`src/rtl/sipo_rx_pkg.sv`:
```
// Shared definitions for the serial receive/transmit word path.
// State encodings and the default word width are common to the
// parallel-in (piso) and parallel-out (sipo) sides.
package sipo_rx_pkg;

  typedef enum logic {
    ST_IDLE  = 1'b0,
    ST_SHIFT = 1'b1
  } state_t;

  localparam int DEFAULT_SIZE = 8;

endpackage

```
`src/rtl/sipo_rx.sv`:
```
// Serial-in parallel-out word receiver.
// Samples serial_in on qualified strobes, assembles SIZE-bit words and
// hands them out through a valid/ready stage. The shift register and the
// output register are separate, so a new word can be assembled while the
// previous one is still waiting for the consumer.
//
//   state    | meaning
//   ST_IDLE  | no frame active, bit counter and shift register cleared
//   ST_SHIFT | frame active, collecting bits (busy_out high)
module sipo_rx
  import sipo_rx_pkg::*;
#(
  parameter int SIZE      = DEFAULT_SIZE,
  parameter bit MSB_FIRST = 1'b1
) (
  input  logic            clk_in,
  input  logic            reset_n_in,
  input  logic            serial_in,
  input  logic            shift_en_in,
  input  logic            frame_in,
  input  logic            ready_in,
  input  logic            clear_overrun_in,
  output logic [SIZE-1:0] data_out,
  output logic            valid_out,
  output logic            overrun_out,
  output logic            busy_out
);

  localparam int CW = $clog2(SIZE + 1);

  state_t            state;
  logic [CW-1:0]     bit_cnt;
  logic [SIZE-1:0]   shift_reg;
  logic [SIZE-1:0]   word_next;
  logic              sample;
  logic              complete;

  // A sample is taken in IDLE too: the cycle that raises frame_in may
  // already carry the first strobe.
  assign sample   = frame_in & shift_en_in;
  assign complete = sample && (bit_cnt == CW'(SIZE - 1));

  // Word as it stands after shifting in the current serial bit.
  generate
    if (SIZE == 1) begin : g_single
      assign word_next = serial_in;
    end else if (MSB_FIRST) begin : g_msb
      assign word_next = {shift_reg[SIZE-2:0], serial_in};
    end else begin : g_lsb
      assign word_next = {serial_in, shift_reg[SIZE-1:1]};
    end
  endgenerate

  // Frame tracking, bit counter and shift register.
  always_ff @(posedge clk_in or negedge reset_n_in) begin
    if (!reset_n_in) begin
      state     <= ST_IDLE;
      busy_out  <= 1'b0;
      bit_cnt   <= '0;
      shift_reg <= '0;
    end else begin
      case (state)
        ST_IDLE: begin
          if (frame_in) begin
            state    <= ST_SHIFT;
            busy_out <= 1'b1;
          end
        end
        ST_SHIFT: begin
          if (!frame_in) begin
            state    <= ST_IDLE;
            busy_out <= 1'b0;
          end
        end
        default: begin
          state    <= ST_IDLE;
          busy_out <= 1'b0;
        end
      endcase

      // Dropping the frame throws away any partial word.
      if (!frame_in) begin
        bit_cnt   <= '0;
        shift_reg <= '0;
      end else if (sample) begin
        if (complete) begin
          bit_cnt   <= '0;
          shift_reg <= '0;
        end else begin
          bit_cnt   <= bit_cnt + CW'(1);
          shift_reg <= word_next;
        end
      end
    end
  end

  // Output stage: load on completion if the slot is free or being
  // consumed this cycle, otherwise drop the word and flag overrun.
  always_ff @(posedge clk_in or negedge reset_n_in) begin
    if (!reset_n_in) begin
      data_out    <= '0;
      valid_out   <= 1'b0;
      overrun_out <= 1'b0;
    end else begin
      if (complete && (!valid_out || ready_in)) begin
        data_out  <= word_next;
        valid_out <= 1'b1;
      end else if (valid_out && ready_in) begin
        valid_out <= 1'b0;
      end

      // A new overrun takes priority over a clear in the same cycle.
      if (complete && valid_out && !ready_in) begin
        overrun_out <= 1'b1;
      end else if (clear_overrun_in) begin
        overrun_out <= 1'b0;
      end
    end
  end

endmodule
```
`config.mk`:
```
export PLATFORM = sky130hd
export DESIGN_NAME = sipo_rx
export DESIGN_NICKNAME = d
export VERILOG_FILES = /design/src/rtl/sipo_rx_pkg.sv /design/src/rtl/sipo_rx.sv
export SDC_FILE = /design/constraint.sdc
export NUM_CORES = 1
export LEC_CHECK = 0
export CAP_MARGIN = 0
export CELL_PAD_IN_SITES_DETAIL_PLACEMENT = 1
export CELL_PAD_IN_SITES_GLOBAL_PLACEMENT = 1
export CORE_MARGIN = 3
export CORE_UTILIZATION = 43
export CTS_CLUSTER_SIZE = 25
export DETAILED_ROUTE_END_ITERATION = 7
export GPL_TIMING_DRIVEN = 0
export PLACE_DENSITY = 0.82
export SYNTH_ARGS = -nofsm -noshare
export SYNTH_HDL_FRONTEND = slang
export SYNTH_SLANG_ARGS = --single-unit
```
`constraint.sdc`:
```
create_clock -name clk_in -period 2.55 [get_ports clk_in]
set_input_delay 0.51 -clock clk_in [delete_from_list [all_inputs] [get_ports clk_in]]
set_output_delay 0.51 -clock clk_in [all_outputs]
set_load 0.01 [all_outputs]
```
# Word-level counts from Yosys, hierarchy flattened
# Cells that the tools add are included.
dict set report classes {
  addsub 1
  n_eq_ne 4
  n_mux 14
  bitwise_logic 2
  reduce_logical 11
}
# operator n
set op_table {}
lappend op_table {{two-way mux 7 bit} 3}
lappend op_table {{two-way mux 4 bit} 3}
lappend op_table {{two-way mux 1 bit} 7}
lappend op_table {{logical AND 1 bit} 5}
lappend op_table {{adder 4 x 1 -> 4 bit (second input constant)} 1}
lappend op_table {{equality test 4 x 3 -> 1 bit (second input constant)} 1}
lappend op_table {{inequality test 2 bit (second input constant)} 2}
lappend op_table {{nonzero test 2 bit} 2}
lappend op_table {{logical NOT 1 bit} 2}
lappend op_table {{inequality test 2 x 1 -> 1 bit (second input constant)} 1}
lappend op_table {{case mux 1 bit (2 select lines)} 1}
lappend op_table {{AND reduction 2 bit} 1}
lappend op_table {{AND 1 bit} 1}
lappend op_table {{logical OR 1 bit} 1}
lappend op_table {{NOT 1 bit} 1}
dict set report totals {
  register_bits 23
  output_inout_bits 11
  elab_cells 39
}

# Depth between registers and ports, before layout
# Gate-level depths: netlist of run 1.
dict set report logic_depth {
  word_depth 5
  ltp_mapped 5
  ltp_nobuf 4
}

# Least setup slack after synthesis of run 1
# No wires, ideal clock.
dict set report synth_timing {
  path_kind {input -> register}
  start {input port frame_in}
  end {register bit_cnt[0]}
  setup_time_ns 0.125
  arrival_time_ns 1.237
  required_time_ns 2.425
  slack_ns 1.188
  stages 4
  path_cell_list {buf_2 -> and2b_1 -> clkbuf_1 -> mux2_2}
}
dict set report synth_via {
  elab_chain_len 5
  word_cells_on_any_way 6
}
# item line
set synth_rtl {}
lappend synth_rtl {{from (decl)} sipo_rx.sv:20} ;# input logic frame_in,
lappend synth_rtl {{AND 1 bit} sipo_rx.sv:40} ;# assign sample = frame_in & shift_en_in;
lappend synth_rtl {{logical AND 1 bit} sipo_rx.sv:41} ;# assign complete = sample && (bit_cnt == CW'(SIZE - 1));
lappend synth_rtl {{two-way mux 4 bit} sipo_rx.sv:86} ;# if (complete) begin
lappend synth_rtl {{two-way mux 4 bit} sipo_rx.sv:85} ;# end else if (sample) begin
lappend synth_rtl {{two-way mux 4 bit} sipo_rx.sv:82} ;# if (!frame_in) begin
lappend synth_rtl {{to (signal assigned)} sipo_rx.sv:90} ;# bit_cnt <= bit_cnt + CW'(1);
lappend synth_rtl {{to (decl)} sipo_rx.sv:32} ;# logic [CW-1:0] bit_cnt;
# Several ways; a longest one is shown, not always the timed one. The select of a mux whose other input is x is not followed.
# A chain may end at the register's enable or synchronous reset.

# Worst setup path in the final report of run 1
dict set report layout_timing {
  start {register valid_out}
  end {output port valid_out}
}
# item line
set layout_rtl {}
lappend layout_rtl {{from (decl)} sipo_rx.sv:24} ;# output logic valid_out,
lappend layout_rtl {{from (signal assigned)} sipo_rx.sv:102} ;# valid_out <= 1'b0;
lappend layout_rtl {{from (signal assigned)} sipo_rx.sv:107} ;# valid_out <= 1'b1;
lappend layout_rtl {{from (signal assigned)} sipo_rx.sv:109} ;# valid_out <= 1'b0;
# No word-level cell between the ends.

==> results of run 1 <==
per-stage QoR:
stage | worst slack [ps] | hold WS, ps | std cells | instance area (um^2)
2_1_floorplan | 1190 | 214 | 64 | 920
3_3_place_gp | 589 | 486 | 108 | 1120
3_5_place_dp | 571 | 497 | 108 | 1120
4_1_cts | 798 | 527 | 112 | 1150
5_1_grt | 759 | 540 | 112 | 1150
6_report | 816 | 523 | 112 | 1150
area by class of cell:
| type | count | area share, % |
|---|---|---|
| Sequential cell | 23 | 50.0 |
| Clock inverter | 1 | 0.435 |
| Multi-Input combinational cell | 37 | 28.5 |
| Tap cell | 27 | 2.93 |
| Inverter | 2 | 0.652 |
| Buffer | 2 | 0.761 |
| Timing Repair Buffer | 17 | 14.8 |
| Clock buffer | 3 | 1.96 |
layer usage:
metal / wire (um) / vias up
li1: - / 272
met1: 793 / 310
met2: 851 / 12
met3: 67 / 4
met4: 34 / 0
met5: 0 / -
worst paths after layout:
| kind | slack [ps] | endpoint | cells after the start |
|---|---|---|---|
| worst max-delay path | 820 | valid_out | 1 |
| worst min-delay path | 520 | data_out[4] | 1 |
| worst max register to register | 1070 | data_out[1] | 4 |
| worst min register to register | 520 | data_out[4] | 1 |
| max in group asynchronous | 1210 | busy_out | 1 |
| min in group asynchronous | 730 | data_out[6] | 1 |
power by group through the flow:
| stage | Combinational, uW | Sequential [uW] | Clock [uW] |
|---|---|---|---|
| after floorplan | 17.4 | 384 | 0 |
| after global placement | 42.6 | 384 | 0 |
| after detailed placement | 43.4 | 384 | 0 |
| after CTS | 43.6 | 377 | 175 |
| after global routing | 48.2 | 378 | 185 |
| final | 42.6 | 377 | 171 |
placed cells by master, fill, tap and decap left out, types with 2 or more instances in the layout:
cell             Yosys  final
dfrtp_1             23     23
clkdlybuf4s50_1      0     17
mux2_2               9      9
a22o_1               7      7
nand2_1              4      4
clkbuf_4             0      3
inv_1                2      2
nand4_1              2      2
nand3_1              2      2
cells in the mapped netlist:
| cell type | number | area [um^2] |
|---|---|---|
| mux2i_1 | 1 | 10.0 |
| ha_1 | 1 | 12.5 |
| and2b_4 | 1 | 10.0 |
| inv_1 | 2 | 7.51 |
| a2111o_1 | 1 | 11.3 |
| nand3_1 | 2 | 10.0 |
| maj3_1 | 1 | 10.0 |
| nand2b_1 | 1 | 6.26 |
| clkbuf_1 | 1 | 3.75 |
| a22o_1 | 7 | 61.3 |
| nand4b_4 | 1 | 23.8 |
| and2b_1 | 1 | 7.51 |
| buf_2 | 1 | 5.00 |
| nand2_1 | 4 | 15.0 |
| nor2b_1 | 1 | 6.26 |
| dfrtp_1 | 23 | 576 |
| a21oi_2 | 1 | 8.76 |
| and2_1 | 1 | 6.26 |
| o22ai_1 | 1 | 6.26 |
| xnor2_1 | 1 | 8.76 |
| mux2_2 | 9 | 101 |
| nand4_1 | 2 | 12.5 |
kinds of logic (layout without fill, tap and decap cells):
logic type,after synthesis,in the layout,synth area share (%)
adder cells (fa/ha/maj),2,2,2.45
XOR/XNOR,1,1,0.953
multiplexers,10,10,12.1
AO/OA/AOI/OAI,10,10,9.52
buffers and inverters,4,25,1.77
AND/OR/NAND/NOR,14,14,10.6
flip-flops,23,23,62.6
==> results.sh, run 1 <==
export IMPL_synthesized_nets=72
export IMPL_maxClockFrequency_ghz=0.577
export IMPL_cp_cell_sequence="clkdlybuf4s50_1"
export IMPL_grtUsageMet2_pct=23.0
export IMPL_final_min_period_over_clock_period_pct=68.0
export IMPL_synthCells=64
export IMPL_power_share_clock_pct=28.9
export IMPL_required_ps=2040
export IMPL_hold_start="data_out[4]"
export IMPL_finalCriticalPeriod_ps=1730
export IMPL_synth_seq_cells=23
export IMPL_vertical_extent_of_the_die_um=52.2
export IMPL_synth_area_um2=920
export IMPL_grt_pass1_vias=628
export IMPL_power_per_cell_area_nw_per_um2=513
export IMPL_cp_slowest_cell="clkdlybuf4s50_1"
export IMPL_timing_clock_skew_ps=4.92
export IMPL_switching_power_uw=139
export IMPL_areaGrowthSynthToFinish_pct=25.2
export IMPL_timing_final_hold_violations=0
export IMPL_grt_remaining_overflow=0
export IMPL_fillers=212
export IMPL_top_usage_layer="met2"
export IMPL_irDropWorstVdd_mv=0.417
export IMPL_largest_reg_flops=8
export IMPL_post_route_util_pct=57.5
export IMPL_grt_start_max_net_pins=24
export IMPL_clkSinkCount=23
export IMPL_rsz_0062_raised_after_global_routing="no"
export IMPL_start_util_pct=45.9
export IMPL_multiInputGateArea_um2=328
export IMPL_synthDistinctLibCells=22
export IMPL_route_vias_total=598
export IMPL_drc=0
export IMPL_core_area_um2=2000
export IMPL_diodes=0
export IMPL_run_status="finished, final reports clean"
export IMPL_cts_repair_resize_count=0
export IMPL_synth_yosys_seq_area_share_pct=62.6
export IMPL_grt_pass1_wl_um=2940
export IMPL_dieWidth_um=52.2
export IMPL_cts_hold_fix_buffers=0
export IMPL_cts_buffers_inserted=3
export IMPL_max_stage_delay_ps=540
export IMPL_clk_latency_ps=310
export IMPL_grt_util_all_layers_pct=15.4
export IMPL_worst_ep_arrival_time_ps=1220
export IMPL_netSwitchingFraction_pct=23.6
export IMPL_ant_nets=0
export IMPL_final_net_count=94
export IMPL_standby_leakage_power_uw=0.000556
export IMPL_cts_htree_levels=1
export IMPL_cp_end_kind="output port"
export IMPL_reg2reg_from="bit_cnt[0]"
export IMPL_setup_tns_final_ps=0
export IMPL_drtIter0Drc=3
export IMPL_avgViaCountPerCell=5.34
export IMPL_cts_tree="yes"
export IMPL_cellInternalPower_uw=451
export IMPL_path_delay_family="buffers and inverters"
export IMPL_timing_critical_path_fanout_max=2
export IMPL_crit_type="reg2out"
export IMPL_gr_usage_met1_pct=18.9
export IMPL_cts_root_buffer="clkbuf_4"
export IMPL_share_seq_of_total_power_pct=63.9
export IMPL_rows=16
export IMPL_grt_antenna_before_repair=0
export IMPL_finalWirelength_um=1750
export IMPL_number_of_search_and_repair_iterations_in_the_first_detailed_routing_pass=2
export IMPL_share_comb_of_total_power_pct=7.2
export IMPL_port_buffers=17
export IMPL_hold_path_class="reg2reg"
export IMPL_post_route_cells_drive_above_1_share_pct=20.0
export IMPL_seqCellArea_um2=576
export IMPL_design_die_area_um2=2730
export IMPL_routedWlPerCell_um=15.6
export IMPL_crit_start="valid_out"
export IMPL_worstMarginPinSlew_ps=1010
export IMPL_setup_violations=0
export IMPL_slew_violations=0
export IMPL_routabilityCongestion=0.751
export IMPL_groute_layer_met3_usage_pct=4.84
export IMPL_top_level_ports=18
export IMPL_critical_path_n_buffers_inverters=1
export IMPL_hpwl_um=1240
export IMPL_post_cts_repair_setup_buffers=0
export IMPL_start_kind="flop"
export IMPL_cts_reportedPaths_clkPinSlew_ps=130
export IMPL_cts_max_path_buffers=2
export IMPL_fin_total_pwr_uw=590
export IMPL_maxSlewHeadroom_pct=32.7
export IMPL_cap_violations=0
export IMPL_synth_avg_cell_area_um2=14.4
export IMPL_ys_warnings_count=0
(Power assumes the default switching activity.)
==> run 2, diff against run 1 <==
CORE_UTILIZATION = 36   (was 43)
PLACE_DENSITY = 0.73   (was 0.82)
clock period = 1.5 ns   (was 2.55 ns; I/O delays follow)
==> run 2 against run 1 <==
  * Final cell count grew 0.89%
  * Total power grew 69%
  * Worst hold slack got worse by 60 ps
  * Sequential share of layout area rose by 0.27 points
  * Final area shrank 0.54%
  * Largest cell class unchanged
  * Combinational power rose by 73%
  * Register-to-register slack worse by 980 ps
  * Clock power grew 64%
  * Flip-flop and latch count unchanged
  * Via count fell by 1.8%
  * Global-route usage is 3.2 points lower
  * Critical path depth up 3
==> results.sh, run 2 (synthesis results as in run 1) <==
export IMPL_crit_start="bit_cnt[1]"
export IMPL_timing_final_hold_violations=0
export IMPL_grt_pass1_wl_um=3060
export IMPL_standby_leakage_power_uw=0.000607
export IMPL_crit_type="reg2reg"
export IMPL_design_die_area_um2=3200
export IMPL_core_area_um2=2320
export IMPL_grt_start_max_net_pins=24
export IMPL_worst_ep_arrival_time_ps=1620
export IMPL_required_ps=1710
export IMPL_post_route_cells_drive_above_1_share_pct=22.4
export IMPL_clkSinkCount=23
export IMPL_seqCellArea_um2=576
export IMPL_clk_latency_ps=310
export IMPL_reg2reg_from="bit_cnt[1]"
export IMPL_timing_clock_skew_ps=3.41
export IMPL_irDropWorstVdd_mv=0.552
export IMPL_grt_antenna_before_repair=0
export IMPL_areaGrowthSynthToFinish_pct=24.5
export IMPL_run_status="finished, final reports clean"
export IMPL_worstMarginPinSlew_ps=1010
export IMPL_dieWidth_um=56.5
export IMPL_hold_path_class="in2reg"
export IMPL_cp_end_kind="flop"
export IMPL_slew_violations=0
export IMPL_number_of_search_and_repair_iterations_in_the_first_detailed_routing_pass=2
export IMPL_start_kind="flop"
export IMPL_cp_slowest_cell="dfrtp_1"
export IMPL_finalWirelength_um=1690
export IMPL_vertical_extent_of_the_die_um=56.5
export IMPL_cp_cell_sequence="ha_2 -> nand2_1 -> nand4b_4 -> mux2_2"
export IMPL_maxSlewHeadroom_pct=32.7
export IMPL_drc=0
export IMPL_cap_violations=0
export IMPL_routabilityCongestion=0.674
export IMPL_largest_reg_flops=8
export IMPL_timing_critical_path_fanout_max=8
export IMPL_drtIter0Drc=2
export IMPL_cts_reportedPaths_clkPinSlew_ps=120
export IMPL_setup_slack_ps=86.1
export IMPL_final_min_period_over_clock_period_pct=94.3
export IMPL_cts_hold_fix_buffers=0
export IMPL_top_level_ports=18
export IMPL_cts_max_path_buffers=2
export IMPL_post_place_ws_ps=-288
export IMPL_start_util_pct=39.7
export IMPL_endpoint="data_out[2]"
export IMPL_route_vias_total=587
export IMPL_reg2reg_setup_slack_ps=90
export IMPL_ant_nets=0
export IMPL_fillers=249
export IMPL_rows=17
export IMPL_power_per_cell_area_nw_per_um2=869
export IMPL_diodes=0
export IMPL_final_net_count=94
export IMPL_cts_root_buffer="clkbuf_4"
export IMPL_max_stage_delay_ps=390
export IMPL_worst_r2r_cell_count=4
export IMPL_cts_buffers_inserted=3
export IMPL_setup_violations=0
export IMPL_hpwl_um=1210
export IMPL_cts_tree="yes"
export IMPL_cts_htree_levels=1
export IMPL_timing_rr_end="data_out[2]"
export IMPL_finalCriticalPeriod_ps=1410
export IMPL_grt_util_all_layers_pct=12.2
export IMPL_post_route_util_pct=49.4
export IMPL_most_common_cell_after_layout_fill_and_taps_aside="dfrtp_1"
export IMPL_grt_remaining_overflow=0
export IMPL_routedWlPerCell_um=14.9
export IMPL_multiInputGateArea_um2=330
export IMPL_avgViaCountPerCell=5.19
export IMPL_grt_pass1_vias=655
export IMPL_maxClockFrequency_ghz=0.707
export IMPL_port_buffers=17
export IMPL_rsz_0062_raised_after_global_routing="yes"
export IMPL_most_frequent_cells_in_the_layout="dfrtp_1 (23), dlygate4sd2_1 (11), mux2_2 (9)"
-- run 2: how the worst min path moves through the flow --
stage | start | endpoint | slack (ps) | depth (start not counted)
after floorplan | reset_n_in | bit_cnt[0] | 4 | 0
after global placement | data_out[7] | data_out[7] | 490 | 1
after detailed placement | shift_reg[6] | shift_reg[6] | 500 | 1
after CTS | frame_in | state | 440 | 1
after global routing | frame_in | state | 460 | 1
final | frame_in | state | 460 | 1
-- run 2: area by class of cell --
type | count | share of cell area [%]
buffer | 1 | 0.437
tap | 28 | 3.06
timing repair buffer | 18 | 14.3
multi-input combinational | 37 | 28.9
sequential | 23 | 50.3
clock inverter | 1 | 0.437
clock buffer | 3 | 1.97
inverter | 2 | 0.656
-- run 2: worst max-delay path, delay by kind of cell (launching register included) --
kind / cells / cell delay, ps
mux: 1 / 330
flops: 1 / 390
fa+ha+maj: 1 / 220
simple gates: 2 / 370
-- run 2: per-stage QoR --
| stage | total power, uW | cells | setup TNS, ps | hold WS [ps] | instance area [um^2] |
|---|---|---|---|---|---|
| 2_1_floorplan | 682 | 64 | 0 | 4.41 | 920 |
| 6_report | 995 | 113 | 0 | 463 | 1140 |
| 3_5_place_dp | 727 | 109 | -6520 | 496 | 1120 |
| 3_3_place_gp | 724 | 109 | -5460 | 487 | 1120 |
| 4_1_cts | 1020 | 113 | 0 | 440 | 1140 |
| 5_1_grt | 1050 | 113 | -64.2 | 456 | 1140 |
-- run 2: where the power goes --
part	switching (uW)	internal [uW]	leakage (uW)	total, uW
Sequential	7.98	632	0.000314	640
Clock	182	99.5	0.0000177	281
Combinational	38.7	35.2	0.000275	73.9
-- run 2: layer usage --
layer / wire [um] / share of wire (%) / GRT usage (%)
met3: 67 / 4.0 / 2.53
met5: 0 / 0 / 0
met2: 845 / 50 / 19.5
met4: 14 / 0.83 / 6.44
met1: 761 / 45 / 15.4
-- run 2: what timing repair did --
action,in CTS,in global routing
resized for setup,11,1
buffers inserted,0,1
endpoints found under the setup margin,11,17
==> run 3, diff against run 2 <==
GPL_TIMING_DRIVEN = unset   (was 0)
==> run 3 against run 2 <==
  * Die area unchanged
  * Flip-flop and latch count unchanged
  * Utilization increased by 1.9 points
  * Worst setup slack improved by 13 ps
  * First-iteration DRC count unchanged
  * Critical path depth unchanged
  * Maximum frequency increased by 0.96%
  * Sequential power about the same
  * Clock skew increased by 1.7 ps
==> results.sh, run 3 (synthesis results as in run 1) <==
export IMPL_run_status="finished, final reports clean"
export IMPL_areaGrowthSynthToFinish_pct=29.4
export IMPL_cts_buffers_inserted=3
export IMPL_worst_ep_arrival_time_ps=1610
export IMPL_power_per_cell_area_nw_per_um2=849
export IMPL_cts_tree="yes"
export IMPL_cts_htree_levels=1
export IMPL_rows=17
export IMPL_slew_violations=0
export IMPL_share_seq_of_total_power_pct=63.4
export IMPL_diodes=0
export IMPL_ant_nets=0
export IMPL_port_buffers=17
export IMPL_timing_final_hold_violations=0
export IMPL_setup_violations=0
export IMPL_timing_clock_skew_ps=5.16
export IMPL_irDropWorstVdd_mv=0.551
export IMPL_start_kind="flop"
export IMPL_grt_util_all_layers_pct=12.4
export IMPL_finalWirelength_um=1720
export IMPL_rsz_0062_raised_after_global_routing="no"
export IMPL_worst_hold_slack_ps=318
export IMPL_cp_slowest_cell="dfrtp_1"
export IMPL_most_common_cell_after_layout_fill_and_taps_aside="dfrtp_1"
export IMPL_drc=0
export IMPL_layout_cells_excl_fill=119
export IMPL_power_share_clock_pct=28.6
export IMPL_hpwl_um=1290
export IMPL_post_route_cells_drive_above_1_share_pct=26.4
export IMPL_path_delay_family="flip-flops"
export IMPL_number_of_search_and_repair_iterations_in_the_first_detailed_routing_pass=2
export IMPL_seqCellArea_um2=576
export IMPL_maxClockFrequency_ghz=0.714
export IMPL_hold_path_class="in2async"
export IMPL_core_area_um2=2320
export IMPL_clk_latency_ps=320
export IMPL_cap_violations=0
export IMPL_critical_path_n_buffers_inverters=0
export IMPL_clkSinkCount=23
export IMPL_netSwitchingFraction_pct=23.4
export IMPL_dp_cells=115
export IMPL_routedWlPerCell_um=14.5
export IMPL_fillers=249
export IMPL_multiInputGateArea_um2=328
export IMPL_worstMarginPinSlew_ps=295
export IMPL_largest_reg_flops=8
export IMPL_required_ps=1710
export IMPL_grt_pass1_vias=639
export IMPL_final_min_period_over_clock_period_pct=93.4
export IMPL_top_level_ports=18
export IMPL_cp_end_kind="flop"
export IMPL_maxSlewHeadroom_pct=80.4
export IMPL_vertical_extent_of_the_die_um=56.5
export IMPL_timing_critical_path_fanout_max=8
export IMPL_standby_leakage_power_uw=0.000640
export IMPL_cp_cell_sequence="ha_1 -> nand2_1 -> nand4b_4 -> mux2_2"
export IMPL_dieWidth_um=56.5
export IMPL_cts_reportedPaths_clkPinSlew_ps=130
export IMPL_most_frequent_cells_in_the_layout="dfrtp_1 (23), dlygate4sd2_1 (11), mux2_2 (9)"
export IMPL_route_vias_total=600
export IMPL_grt_pass1_wl_um=2940
export IMPL_grt_start_max_net_pins=24
export IMPL_cts_root_buffer="clkbuf_4"
export IMPL_crit_type="reg2reg"
export IMPL_max_stage_delay_ps=420
export IMPL_cts_hold_fix_buffers=0
export IMPL_cellInternalPower_uw=774
export IMPL_final_net_count=100
export IMPL_avgViaCountPerCell=5.04
export IMPL_grt_remaining_overflow=0
export IMPL_finalCriticalPeriod_ps=1400
export IMPL_start_util_pct=39.7
export IMPL_switching_power_uw=236
export IMPL_share_comb_of_total_power_pct=8.0
export IMPL_drtIter0Drc=2
export IMPL_routabilityCongestion=0.799
export IMPL_grt_antenna_before_repair=0
export IMPL_design_die_area_um2=3200
export IMPL_cts_max_path_buffers=2
-- run 3: cell types whose count changed in the layout (fill, tap and decap cells not counted), sizes merged --
cell  change
buf       +6
-- run 3: worst paths after layout --
path                             startpoint           end  slack, ps  cells past startpoint
worst min register to register  data_out[2]   data_out[2]        510                      1
worst min-delay path             reset_n_in    bit_cnt[3]        320                      2
max in group asynchronous        reset_n_in  shift_reg[2]        950                      2
min in group clk_in             data_out[2]   data_out[2]        510                      1
worst max register to register   bit_cnt[0]   data_out[1]        100                      4
worst max-delay path             bit_cnt[0]   data_out[1]        100                      4
-- run 3: cell type report --
type                            instances  share of cell area [%]
Inverter                                2                   0.631
Timing Repair Buffer                   25                    18.2
Sequential cell                        23                    48.4
Multi-Input combinational cell         37                    27.5
Tap cell                               28                    2.94
Clock inverter                          1                   0.421
Clock buffer                            3                    1.89
-- run 3: power by group through the flow --
stage / Clock, uW / Combinational [uW] / Sequential [uW]
after floorplan: 0 / 29.6 / 652
after global placement: 0 / 83.0 / 652
after detailed placement: 0 / 85.8 / 653
after CTS: 303 / 83.8 / 641
after global routing: 334 / 89.8 / 642
final: 289 / 80.7 / 640
-- run 3: metal layers --
layer / wire length, um / share of wire, % / global-route usage [%]
met1: 813 / 47 / 14.8
met2: 794 / 46 / 19.0
met3: 78 / 4.5 / 4.83
met4: 35 / 2.0 / 6.44
met5: 0 / 0 / 0
-- run 3: timing repair --
item / in CTS / in global routing
setup endpoints to repair: 11 / 0
gates resized for setup: 11 / 0
setup buffers: 0 / 0
-- run 3: stage by stage --
step	util, %	power (uW)	setup slack, ps	area, um^2	TNS (ps)
2_1_floorplan	-	682	143	920	0
3_3_place_gp	50.7	735	-127	1180	-1680
3_5_place_dp	50.7	739	-151	1180	-2040
4_1_cts	51.3	1030	84.9	1190	0
5_1_grt	51.3	1070	39.8	1190	0
6_report	51.3	1010	99.6	1190	0
-- run 3: worst reg2reg max path: cells and delay by family (launching register included) --
kind          cells  cell delay, ps
flops             1             420
mux               1             350
simple gates      2             310
fa+ha+maj         1             220
